===== src/rtl/dmem_lane_ctrl.sv =====
// rtl/dmem_lane_ctrl.sv - byte-lane data-memory controller over four 8-bit banks
// Each lane gets its own row so any misaligned access completes in one bank cycle.
module dmem_lane_ctrl #(
  parameter int ADDR_W = 16
) (
  input  logic                      clk_i,
  input  logic                      rst_ni,
  input  logic                      req_valid_i,
  output logic                      req_ready_o,
  input  logic                      req_we_i,
  input  logic [1:0]                req_size_i,
  input  logic                      req_unsigned_i,
  input  logic [ADDR_W-1:0]         req_addr_i,
  input  logic [31:0]               req_wdata_i,
  output logic                      rsp_valid_o,
  output logic [31:0]               rsp_rdata_o,
  output logic                      rsp_err_o,
  output logic [4*(ADDR_W-2)-1:0]   bank_addr_o,
  output logic [3:0]                bank_wren_o,
  output logic [31:0]               bank_wdata_o,
  input  logic [31:0]               bank_rdata_i
);

  localparam int ROW_W = ADDR_W - 2;

  typedef enum logic [1:0] {IDLE, ACC, RESP} state_t;

  state_t              state_q, state_d;
  logic [ADDR_W-1:0]   addr_q;
  logic                we_q, uns_q;
  logic [1:0]          size_q;
  logic [31:0]         wdata_q;

  logic [1:0]          off;
  logic [ROW_W-1:0]    row, row_inc;
  logic [2:0]          nbytes;
  logic [1:0]          lane_sel [4];
  logic [63:0]         rot;
  logic [31:0]         raw, load_val;
  logic                fill;

  assign off     = addr_q[1:0];
  assign row     = addr_q[ADDR_W-1:2];
  assign row_inc = row + ROW_W'(1);

  always_ff @(posedge clk_i or negedge rst_ni) begin
    if (!rst_ni) state_q <= IDLE;
    else         state_q <= state_d;
  end

  always_comb begin
    state_d = state_q;
    case (state_q)
      IDLE:    if (req_valid_i) state_d = ACC;
      ACC:     state_d = RESP;
      RESP:    state_d = IDLE;
      default: state_d = IDLE;
    endcase
  end

  // Write enables come straight from state so an async reset kills them at once.
  always_comb begin
    req_ready_o = (state_q == IDLE);
    bank_wren_o = '0;
    for (int k = 0; k < 4; k++)
      bank_wren_o[k] = (state_q == ACC) && we_q && ({1'b0, lane_sel[k]} < nbytes);
  end

  always_ff @(posedge clk_i or negedge rst_ni) begin
    if (!rst_ni) begin
      addr_q  <= '0;
      we_q    <= 1'b0;
      uns_q   <= 1'b0;
      size_q  <= 2'b00;
      wdata_q <= '0;
    end else if (state_q == IDLE && req_valid_i) begin
      addr_q  <= req_addr_i;
      we_q    <= req_we_i;
      uns_q   <= req_unsigned_i;
      size_q  <= req_size_i;
      wdata_q <= req_wdata_i;
    end
  end

  always_comb begin
    case (size_q)
      2'b00:   nbytes = 3'd1;
      2'b01:   nbytes = 3'd2;
      2'b10:   nbytes = 3'd4;
      default: nbytes = 3'd0;
    endcase
  end

  // lane_sel[k] is the access byte index that lands on lane k.
  always_comb begin
    bank_addr_o  = '0;
    bank_wdata_o = '0;
    for (int k = 0; k < 4; k++) begin
      lane_sel[k] = 2'(k) - off;
      bank_addr_o[ROW_W*k +: ROW_W] = (2'(k) >= off) ? row : row_inc;
      bank_wdata_o[8*k +: 8] = wdata_q[8*lane_sel[k] +: 8];
    end
  end

  assign rot = {bank_rdata_i, bank_rdata_i} >> {off, 3'b000};
  assign raw = rot[31:0];

  always_comb begin
    fill     = 1'b0;
    load_val = '0;
    case (size_q)
      2'b00: begin
        fill     = !uns_q && raw[7];
        load_val = {{24{fill}}, raw[7:0]};
      end
      2'b01: begin
        fill     = !uns_q && raw[15];
        load_val = {{16{fill}}, raw[15:0]};
      end
      2'b10:   load_val = raw;
      default: load_val = '0;
    endcase
  end

  always_ff @(posedge clk_i or negedge rst_ni) begin
    if (!rst_ni) begin
      rsp_valid_o <= 1'b0;
      rsp_rdata_o <= '0;
      rsp_err_o   <= 1'b0;
    end else if (state_q == ACC) begin
      rsp_valid_o <= 1'b1;
      rsp_err_o   <= (size_q == 2'b11);
      rsp_rdata_o <= we_q ? 32'h0 : load_val;
    end else begin
      rsp_valid_o <= 1'b0;
    end
  end

endmodule


===== config.mk =====
export PLATFORM = sky130hd
export DESIGN_NAME = dmem_lane_ctrl
export DESIGN_NICKNAME = d
export VERILOG_FILES = /design/src/rtl/dmem_lane_ctrl.sv
export SDC_FILE = /design/constraint.sdc
export NUM_CORES = 1
export LEC_CHECK = 0
export BUFFER_PORTS_ARGS = -buffer_cell sky130_fd_sc_hd__buf_2
export CORE_MARGIN = 5
export CORE_UTILIZATION = 40
export DETAILED_ROUTE_END_ITERATION = 8
export PLACE_DENSITY = 0.69
export RECOVER_POWER = 100
export SLEW_MARGIN = 20
export SYNTH_ARGS = -nofsm -noshare
export SYNTH_HDL_FRONTEND = slang
export SYNTH_SLANG_ARGS = --single-unit

===== constraint.sdc =====
create_clock -name clk_i -period 2.3 [get_ports clk_i]
set_input_delay 0 -clock clk_i [delete_from_list [all_inputs] [get_ports clk_i]]
set_output_delay 0 -clock clk_i [all_outputs]
set_load 0.01 [all_outputs]

# == After elaboration in Yosys (flattened, before gate mapping) ==
# Index checks and enable logic that the tools add are counted.
# totals
register_bits,88
in_bits,87
# classes
n_addsub,5
order_cmp,8
eq_ne,5
shifts,5
n_mux,10
reduce_logical,11
# op_table
operator,count
$shiftx A32 B6 Y8,4
$pmux W32 S3,1
$shr A64 B5 Y32,1
$mux W14,4
$mux W32,1
$add A14 B1 Y14 const B,1
$lt A2 B3 Y1,4
$pmux W3 S3,1
$logic_and A1 B1 Y1,8
$eq A2 B1 Y1 const B,2
$eq A2 B2 Y1 const B,2
$ge A1 B2 Y1 const A,2
$ge A2 B2 Y1 const A,2
$logic_not A2 Y1,2
$pmux W2 S2,1
$sub A1 B2 Y2 const A,2
$sub A2 B2 Y2 const A,2
$mux W2,1
$ne A2 B2 Y1 const B,1
$logic_not A1 Y1,1
$mux W1,1

# == Longest topological paths before layout ==
# Gate-level depths: netlist (run 1).
# depth
ltp_word,4
ltp_mapped,13

# == Worst setup path before layout (run 1) ==
# OpenSTA, ideal clock, no wires.
# synth_path
path_type,reg-to-output
startpoint,register addr_q[0]
endpoint,output bank_wren_o[2]
arrival_ns,2.571
required_ns,2.300
path_slack_ns,-0.271
path_stages_with_launch,14
path_buffers,5
path_cell_list,dfrtp_1 buf_2 buf_4 buf_2 inv_1 ha_1 buf_2 buf_1 inv_1 ha_1 nor2_1 nor2_1 o22ai_1 and3_2
# synth_via
elab_chain_len,3
# synth_rtl
item,line_no,text
start: declaration,29,logic [ADDR_W-1:0] addr_q;
start signal: assignment,77,addr_q <= req_addr_i;
$sub A2 B2 Y2,99,lane_sel[k] = 2'(k) - off;
$lt A2 B3 Y1,66,"bank_wren_o[k] = (state_q == ACC) && we_q && ({1'b0, lane_sel[k]} < nbytes);"
$logic_and A1 B1 Y1,66,
end: declaration,19,"output logic [3:0] bank_wren_o,"
# No other way between the ends.

# == Worst setup path after layout (run 1) ==
# layout_path
startpoint,register addr_q[0]
endpoint,output bank_wdata_o[2]
# layout_via
elab_chain_len,2
# layout_rtl
item,line_no,text
$sub A1 B2 Y2,99,
$shiftx A32 B6 Y8,101,bank_wdata_o[8*k +: 8] = wdata_q[8*lane_sel[k] +: 8];
end: declaration,20,"output logic [31:0] bank_wdata_o,"
# No other way between the ends.

==> reports/results.txt, run 1 <==
Worst setup SP type - register
number of global-route vias before repair - 5201
crit-path leading delay family - multiplexers
Max-slew headroom - 26.1%
worst path bufs/invs - 3
status - finished, final reports clean
setup violators final - 0
GR Util All Layers - 19.5%
asr flop ratio synth - 100%
NumNets Final - 832
CTS Root Cell - clkbuf_16
number of flops mapped to enable cells by yosys - 0
achievable frequency - 0.458 GHz
Vias - 5121
TritonRoute pass-1 iters - 4
Pwr Total - 7.72 mW
pins over their slew limit - 0
Syn Nets - 599
Iteration-0 DRC Markers - 313
max incr delay on CP - 0.55 ns
Fill cells - 1332
worst-case clock buffer depth - 2
Tightest Pin Transition - 1.11 ns
Die Y-Extent - 131 um
Die Span X - 131 um
Synth top area share - 37.8%
DRC viols - 0
Main synth FF type - dfrtp_1
Setup crit start - addr_q[0]
post-route minimum period - 2.18 ns
Max Cap Violations - 0
final WL - 16900 um
Max H-tree Level - 3
initial antenna violation count - 0
clk_skew - 0.0102 ns
most common cell after layout, fill and taps aside - buf_2
setup bufs post-CTS - 0
Core Util, Final - 52.8%
FF+latch area - 0.00221 mm^2
DPL Wire Length - 12300 um
sequential fraction of the synthesis area - 37.8%
largest cells by area after synthesis - dfrtp_1, mux4_2, mux2_2, mux2i_1, nand2_1
Pwr per Cell Area - 1010 mW/mm^2
Worst EP required - 2.30 ns
#FFs+latches synth - 88
CTS clk-pin slew, worst paths - 0.06 ns
worst path arrival time - 2.18 ns
Routed Antenna Nets - 0
Hold WC Path Type - primary input to register
fin worst setup slack - 0.117 ns
Yosys top cell by area - dfrtp_1
cell area after synthesis - 0.00582 mm^2
first-pass GRT wire length - 26500 um
Num CTS Buffers - 9
slowest CP cell - mux4_2
antenna cells - 0
IO Pins - 214
Min Hold Slack - 0.0758 ns
Leakage Power - 3.29 nW
Hold Vio Cnt, Final - 0
r2r startpoint - addr_q[1]
clk_lat worst skew - 0.34 ns
die area - 0.0171 mm^2
area of the multi-input gates - 0.00326 mm^2
CTS sink count - 88
I/O Buffers - 213
CORE AREA - 0.0144 mm^2
Max rail drop VDD - 0.542 mV
Distinct cells, synth - 47
Max FO, Critical Path - 16
largest net degree at the start of global routing - 50
Avg Inst Size Synth - 11.5 um^2
HP Start - bank_rdata_i[18]
most frequent cells in the layout - buf_2, clkbuf_1, dfrtp_1, nand2_1
Overflow after GRT - 0
wire length per cell - 18.3 um
Vias/cell - 5.53
GP Congestion - 0.904
final period utilization - 94.9%
FP Rows - 44
Ys Warns - 0
CP endpoint kind - output pin
fraction of layout instances using a drive strength above 1 - 35.8%
class of the most critical setup path - register to output pin
crit-path cells - inv_1 -> ha_1 -> buf_4 -> mux4_2 -> buf_2
Cells after Synth - 504
Starting Density - 40.3%
CTS tree - done
area grow syn2layout - 30.9%
pre-CTS WS - 0.377 ns
setup_tns - 0 ns
[synthesized netlist by cell type (4+ instances only)]
library cell and number:
a221o_1 10, a221o_2 6, a32o_1 7, a32oi_1 8, buf_2 24, buf_4 20
clkbuf_1 11, dfrtp_1 88, ha_1 8, inv_1 5, mux2_2 53, mux2i_1 33
mux4_2 33, nand2_1 61, nand2b_1 6, nand3_1 10, nand4_1 5, nor2_1 14
nor3_1 6, o21ai_0 4, o22ai_1 18, xnor2_1 26, xor2_1 13
[sequential cells by signal, summed over array words and instances, names as in the netlist]
| signal | flops |
|---|---|
| addr_q | 16 |
| size_q | 2 |
| uns_q | 1 |
| we_q | 1 |
| state_q | 2 |
| rsp_valid_o | 1 |
| wdata_q | 32 |
| rsp_err_o | 1 |
| rsp_rdata_o | 32 |
[routing by layer]
layer | global-route usage, % | wire length, um | up-vias
li1 | - | - | 2328
met1 | 24.0 | 6850 | 2525
met2 | 32.9 | 8340 | 236
met3 | 3.94 | 1330 | 32
met4 | 9.26 | 428 | 0
met5 | 0 | 0 | -
[path summary, 6_finish.rpt]
check / end / slack [ns] / depth (start not counted)
max: bank_wdata_o[2] / 0.12 / 5
min: rsp_rdata_o[2] / 0.08 / 4
max reg2reg: rsp_rdata_o[30] / 0.17 / 5
min reg2reg: rsp_rdata_o[0] / 0.49 / 1
max in group asynchronous: rsp_rdata_o[17] / 0.55 / 3
min in group asynchronous: addr_q[12] / 0.39 / 2
[worst min-delay path, cell delays in order]
cell	delay, ns
buf_2	0.08
mux2i_1	0.08
nand2_1	0.07
a32o_1	0.15
[what timing repair did]
| action | CTS | global route |
|---|---|---|
| endpoints found under the setup margin | 1 | 19 |
| endpoints found under the hold margin | 94 | 0 |
| hold buffers | 53 | 0 |
| resized for setup | 1 | 8 |
[stage by stage]
| step | std cells | instance area, um^2 |
|---|---|---|
| 2_1_floorplan | 504 | 5830 |
| 3_3_place_gp | 857 | 6930 |
| 3_5_place_dp | 857 | 6930 |
| 4_1_cts | 926 | 7740 |
| 5_1_grt | 926 | 7610 |
| 6_report | 926 | 7610 |
[cell type report]
class,instances,area share (%)
clock buffer,11,3.19
clock inverter,5,0.427
inverter,7,0.345
multi-input combinational,350,42.8
sequential,88,29.0
tap,184,3.02
timing repair buffer,281,21.1
[where the power goes]
| group | internal, mW | switching (mW) | total, mW |
|---|---|---|---|
| Combinational | 1.80 | 1.97 | 3.78 |
| Clock | 0.760 | 0.607 | 1.37 |
| Sequential | 2.01 | 0.567 | 2.58 |
[kinds of logic (layout without fill, tap and decap cells)]
family                     after synthesis  count (layout)  synth area share [%]
AOI/OAI and AO/OA                       59              59                  8.43
muxes                                  119             119                  28.7
xor gates and xnor gates                39              39                  5.87
adders and majority gates                8               8                  1.72
DFF                                     88              88                  37.8
buffers and inverters                   66             304                  6.32
and+or+nand+nor                        125             125                  11.1
Power figures use the tool's default switching activity.
==> run 2, diff against run 1 <==
--- a/config.mk
+++ b/config.mk
@@ -7,9 +7,9 @@
 export LEC_CHECK = 0
 export BUFFER_PORTS_ARGS = -buffer_cell sky130_fd_sc_hd__buf_2
 export CORE_MARGIN = 5
-export CORE_UTILIZATION = 40
+export CORE_UTILIZATION = 46
 export DETAILED_ROUTE_END_ITERATION = 8
-export PLACE_DENSITY = 0.69
+export PLACE_DENSITY = 0.78
 export RECOVER_POWER = 100
 export SLEW_MARGIN = 20
 export SYNTH_ARGS = -nofsm -noshare
==> constraint.sdc (replaced) <==
create_clock -name clk_i -period 2.3 [get_ports clk_i]
set_input_delay 0 -clock clk_i [delete_from_list [all_inputs] [get_ports clk_i]]
set_output_delay 0 -clock clk_i [all_outputs]
set_load 0.05 [all_outputs]
==> run 2 against run 1 <==
Effect of this change: hold slack improved by 0.010 ns; clock skew is 0.0041 ns lower; combinational power rose by 80%; via count up 1.1%; critical endpoint is now bank_addr_o[13]; total power increased by 39%; fmax is 1.8% lower; final cell count shrank 0.32%; count of clock-buffer cells in the layout is 2 lower.
==> reports/results.txt, run 2 (synthesized netlist as in run 1, its figures left out) <==
die area - 0.0150 mm^2
Regs by FF count - rsp_rdata_o (32), wdata_q (32), addr_q (16)
Pwr Total - 10.7 mW
most utilized layer in the global route result - met2
Vias/cell - 5.61
internal power - 4.90 mW
Max Cap Violations - 0
area grow syn2layout - 37.7%
I/O Buffers - 213
setup violators final - 0
IO Pins - 214
CTS sink count - 88
Max FO, Critical Path - 7
CORE AREA - 0.0125 mm^2
Vias - 5177
class of the most critical setup path - register to output pin
clock share of power - 13.1%
number of global-route vias before repair - 5457
worst path arrival time - 2.22 ns
power share of the sequential group - 23.4%
worst r2r path cells - 5
achievable frequency - 0.450 GHz
CP endpoint kind - output pin
Placed Area - 0.00724 mm^2
initial antenna violation count - 1
first-pass GRT wire length - 27200 um
wire length per cell - 18.7 um
met1 GRT Util - 26.8%
Overflow after GRT - 0
Hold Vio Cnt, Final - 0
final period utilization - 96.6%
status - finished, final reports clean
met2 usage - 40.3%
most common cell after layout, fill and taps aside - buf_2
clk_lat worst skew - 0.34 ns
Iteration-0 DRC Markers - 269
hold depth - 4
TritonRoute pass-1 iters - 5
CTS clk-pin slew, worst paths - 0.06 ns
Min Hold Slack - 0.0859 ns
Die Y-Extent - 122 um
clk_skew - 0.00609 ns
Starting Density - 46.5%
Worst EP required - 2.30 ns
Routed Antenna Nets - 0
CTS tree - done
DPL Wire Length - 12300 um
fraction of layout instances using a drive strength above 1 - 45.1%
Leakage Power - 3.57 nW
Max-slew headroom - 22.6%
Finished Cell Area - 0.00801 mm^2
Pwr per Cell Area - 1340 mW/mm^2
FP Rows - 41
Num CTS Buffers - 9
Fill cells - 1021
Comb power frac - 63.5%
area of the multi-input gates - 0.00349 mm^2
Sw Share - 54.4%
Hold WC Path Type - primary input to register
Tightest Pin Transition - 1.16 ns
post-route minimum period - 2.22 ns
CTS Root Cell - clkbuf_16
final WL - 17300 um
pins over their slew limit - 0
most frequent cells in the layout - buf_2, dfrtp_1, nand2_1, clkbuf_1, dlygate4sd3_1
Max rail drop VDD - 0.752 mV
GR Util All Layers - 22.8%
FF+latch area - 0.00221 mm^2
met3 GRT Util - 5.07%
DRC viols - 0
Die Span X - 122 um
worst-case clock buffer depth - 2
NumNets Final - 842
GP Congestion - 0.908
reported net switching power - 5.84 mW
largest net degree at the start of global routing - 73
Max H-tree Level - 3
Worst setup SP type - register
-- run 2: cell count changes in the layout (fill, tap and decap cells not counted), moves of 12 or more --
cell	change
clkbuf_2	+45
clkbuf_1	-39
buf_2	-18
buf_4	+13
xnor2_1	-12
xor2_1	-12
xor2_2	+12
-- run 2: power by group through the flow --
stage	combinational (mW)	sequential, mW	clock [mW]
5_1_grt	7.14	2.58	1.50
3_5_place_dp	6.79	2.53	0
3_3_place_gp	6.70	2.47	0
2_1_floorplan	4.78	3.11	0
4_1_cts	6.91	2.50	1.44
6_report	6.81	2.52	1.41
-- run 2: worst max-delay path, stage by stage (launching register included) --
cell	delay (ns)
dfrtp_1	0.48
inv_2	0.15
or4_4	0.60
nor3_2	0.25
xor2_2	0.17
clkbuf_4	0.25
-- run 2: cell type report --
| type | count | area share, % |
|---|---|---|
| multi-input cells | 350 | 43.6 |
| flip-flops and latches | 88 | 27.6 |
| repair buffers | 291 | 22.4 |
| clock buffers | 9 | 2.81 |
| well taps | 172 | 2.69 |
| clock inverters | 5 | 0.625 |
| inverters | 7 | 0.328 |
| diodes | 1 | 0.0312 |
-- run 2: layer usage --
| layer | up-vias | wire length [um] |
|---|---|---|
| met1 | 2522 | 6430 |
| li1 | 2338 | - |
| met4 | 0 | 523 |
| met2 | 272 | 9030 |
| met5 | - | 0 |
| met3 | 45 | 1310 |
-- run 2: final timing paths --
check,slack (ns),endpoint,start
worst max-delay path,0.08,bank_addr_o[13],addr_q[7]
worst min-delay path,0.09,rsp_rdata_o[6],bank_rdata_i[22]
worst max register to register,0.30,rsp_rdata_o[10],state_q[1]
worst min register to register,0.50,rsp_rdata_o[2],rsp_rdata_o[2]
max in group asynchronous,0.51,addr_q[0],rst_ni
min in group asynchronous,0.42,rsp_rdata_o[0],rst_ni
-- run 2: timing repair --
| item | in CTS | in global routing |
|---|---|---|
| hold buffers | 53 | 0 |
| setup endpoints to repair | 12 | 22 |
| endpoints found under the hold margin | 96 | 0 |
| resized for setup | 3 | 17 |
| buffers inserted | 1 | 0 |
-- run 2: stage by stage --
| step | setup WS [ns] | utilization [%] | cells | setup TNS, ns |
|---|---|---|---|---|
| 2_1_floorplan | -0.177 | - | 504 | -0.500 |
| 3_3_place_gp | 0.177 | 57.8 | 854 | 0 |
| 3_5_place_dp | 0.155 | 57.8 | 854 | 0 |
| 4_1_cts | 0.00733 | 64.3 | 922 | 0 |
| 5_1_grt | -0.00257 | 64.0 | 923 | -0.00257 |
| 6_report | 0.0774 | 64.0 | 923 | 0 |
==> run 3, diff against run 2 <==
--- a/config.mk
+++ b/config.mk
@@ -10,7 +10,7 @@
 export CORE_UTILIZATION = 46
 export DETAILED_ROUTE_END_ITERATION = 8
 export PLACE_DENSITY = 0.78
-export RECOVER_POWER = 100
+export RECOVER_POWER = 25
 export SLEW_MARGIN = 20
 export SYNTH_ARGS = -nofsm -noshare
 export SYNTH_HDL_FRONTEND = slang
==> constraint.sdc (replaced) <==
create_clock -name clk_i -period 2.3 [get_ports clk_i]
set_input_delay 0 -clock clk_i [delete_from_list [all_inputs] [get_ports clk_i]]
set_output_delay 0 -clock clk_i [all_outputs]
set_load 0.1 [all_outputs]
==> run 3 against run 2 <==
Effect of this change: the flow now finishes with violations (negative setup slack); register-to-register slack lost 0.07 ns; clock skew grew 0.00081 ns; sequential share of layout area down 3.8 points; fmax shrank 7.2%; final cell count rose by 0.76%; final area grew 16%; count of clock-buffer cells in the layout increased by 3; setup slack worse by 0.17 ns.
==> reports/results.txt, run 3 (synthesized netlist as in run 1, its figures left out) <==
CTS clk-pin slew, worst paths - 0.06 ns
clk_skew - 0.00690 ns
GP Congestion - 0.893
achievable frequency - 0.417 GHz
Worst EP required - 2.30 ns
class of the most critical setup path - register to output pin
DPL Wire Length - 13100 um
slowest CP cell - dfrtp_4
Placed Cells - 858
area grow syn2layout - 59.9%
wire length per cell - 20.0 um
Num CTS Buffers - 9
Min Hold Slack - 0.0704 ns
Core Util, Final - 74.3%
fraction of layout instances using a drive strength above 1 - 55.8%
final WL - 18600 um
NumNets Final - 848
TritonRoute pass-1 iters - 5
Worst Setup EP - bank_addr_o[20]
initial antenna violation count - 0
worst r2r path cells - 4
antenna cells - 0
crit-path leading delay family - simple AND/OR/NAND/NOR gates
Routed Antenna Nets - 0
CTS Root Cell - clkbuf_16
GR Util All Layers - 24.4%
CORE AREA - 0.0125 mm^2
number of global-route vias before repair - 5525
Setup crit start - addr_q[0]
Reg2Reg Setup Slack - 0.23 ns
Die Y-Extent - 122 um
Hold WC Path Type - primary input to register
pins over their slew limit - 0
worst-case clock buffer depth - 2
crit-path cells - ha_1 -> nand2b_1 -> nor3_1 -> xor2_2 -> buf_12
r2r startpoint - state_q[1]
first-pass GRT wire length - 28700 um
failing checks - negative setup slack
CTS tree - done
Worst setup SP type - register
most common cell after layout, fill and taps aside - buf_2
Hold Vio Cnt, Final - 0
CP endpoint kind - output pin
worst path arrival time - 2.40 ns
FP Rows - 41
most frequent cells in the layout - buf_2, dfrtp_1, nand2_1, buf_12
FF+latch area - 0.00221 mm^2
IO Pins - 214
Fill cells - 819
worst path bufs/invs - 1
Regs by FF count - rsp_rdata_o (32), wdata_q (32), addr_q (16)
Tightest Pin Transition - 1.05 ns
I/O Buffers - 213
fin worst setup slack - -0.0963 ns
status - finished, violations left
area of the multi-input gates - 0.00383 mm^2
WP depth - 5
post-route minimum period - 2.40 ns
Max Cap Violations - 0
Iteration-0 DRC Markers - 498
Max FO, Critical Path - 8
Die Span X - 122 um
Overflow after GRT - 0
Vias/cell - 5.70
Starting Density - 46.5%
Max H-tree Level - 3
DRC viols - 0
clk_lat worst skew - 0.34 ns
max incr delay on CP - 0.50 ns
worst r2r dst - rsp_rdata_o[19]
Max-slew headroom - 30.1%
die area - 0.0150 mm^2
Vias - 5305
Post-Layout Cell Count - 930
RSZ-0062 raised after global routing - true
setup violators final - 1
CTS sink count - 88
largest net degree at the start of global routing - 49
final period utilization - 104%
## run 3: layer usage
layer / wire length (um) / up-vias / GRT usage (%) / share of wire (%)
met1: 7070 / 2637 / 29.2 / 38
li1: - / 2358 / - / -
met5: 0 / - / 0 / 0
met4: 512 / 0 / 9.17 / 2.8
met2: 9710 / 267 / 43.0 / 52
met3: 1270 / 43 / 5.21 / 6.8
## run 3: worst reg2reg max path, stage by stage, from the launching register on
cell	delay, ns
dfrtp_1	0.40
nand2b_1	0.28
or4_4	0.48
nor3_4	0.62
a221o_2	0.22
## run 3: layout make-up
| type | count | share of cell area, % |
|---|---|---|
| inverters | 7 | 0.282 |
| multi-input cells | 350 | 41.2 |
| repair buffers | 297 | 29.1 |
| well taps | 172 | 2.31 |
| clock inverters | 4 | 0.565 |
| flip-flops and latches | 88 | 23.8 |
| clock buffers | 12 | 2.76 |
## run 3: how the worst min path moves through the flow
stage	start	to	slack, ns	cells after the start
5_1_grt	bank_rdata_i[18]	rsp_rdata_o[2]	0.1	4
4_1_cts	bank_rdata_i[18]	rsp_rdata_o[2]	0.06	4
3_5_place_dp	rst_ni	addr_q[13]	0.04	1
2_1_floorplan	rst_ni	addr_q[0]	-0.30	0
3_3_place_gp	rst_ni	addr_q[11]	0.03	1
6_report	bank_rdata_i[18]	rsp_rdata_o[2]	0.07	4
## run 3: per-stage QoR
stage / setup TNS, ns / setup WS [ns] / cell area (um^2)
4_1_cts: 0 / 0.00243 / 9280
2_1_floorplan: -1.28 / -0.221 / 6370
3_3_place_gp: 0 / 0.296 / 8380
6_report: -0.0963 / -0.0963 / 9300
3_5_place_dp: 0 / 0.209 / 8380
5_1_grt: -0.271 / -0.143 / 9300
## run 3: repair_timing
action,CTS,global route
endpoints found under the hold margin,92,0
endpoints found under the setup margin,21,12
hold buffers,53,0
pin swaps,0,1
buffers inserted,2,1
resized for setup,12,7
Power of run 3 is left out: the tool's default activity adds up to more than one toggle a clock period on the data nets, which glitch-free logic cannot reach.
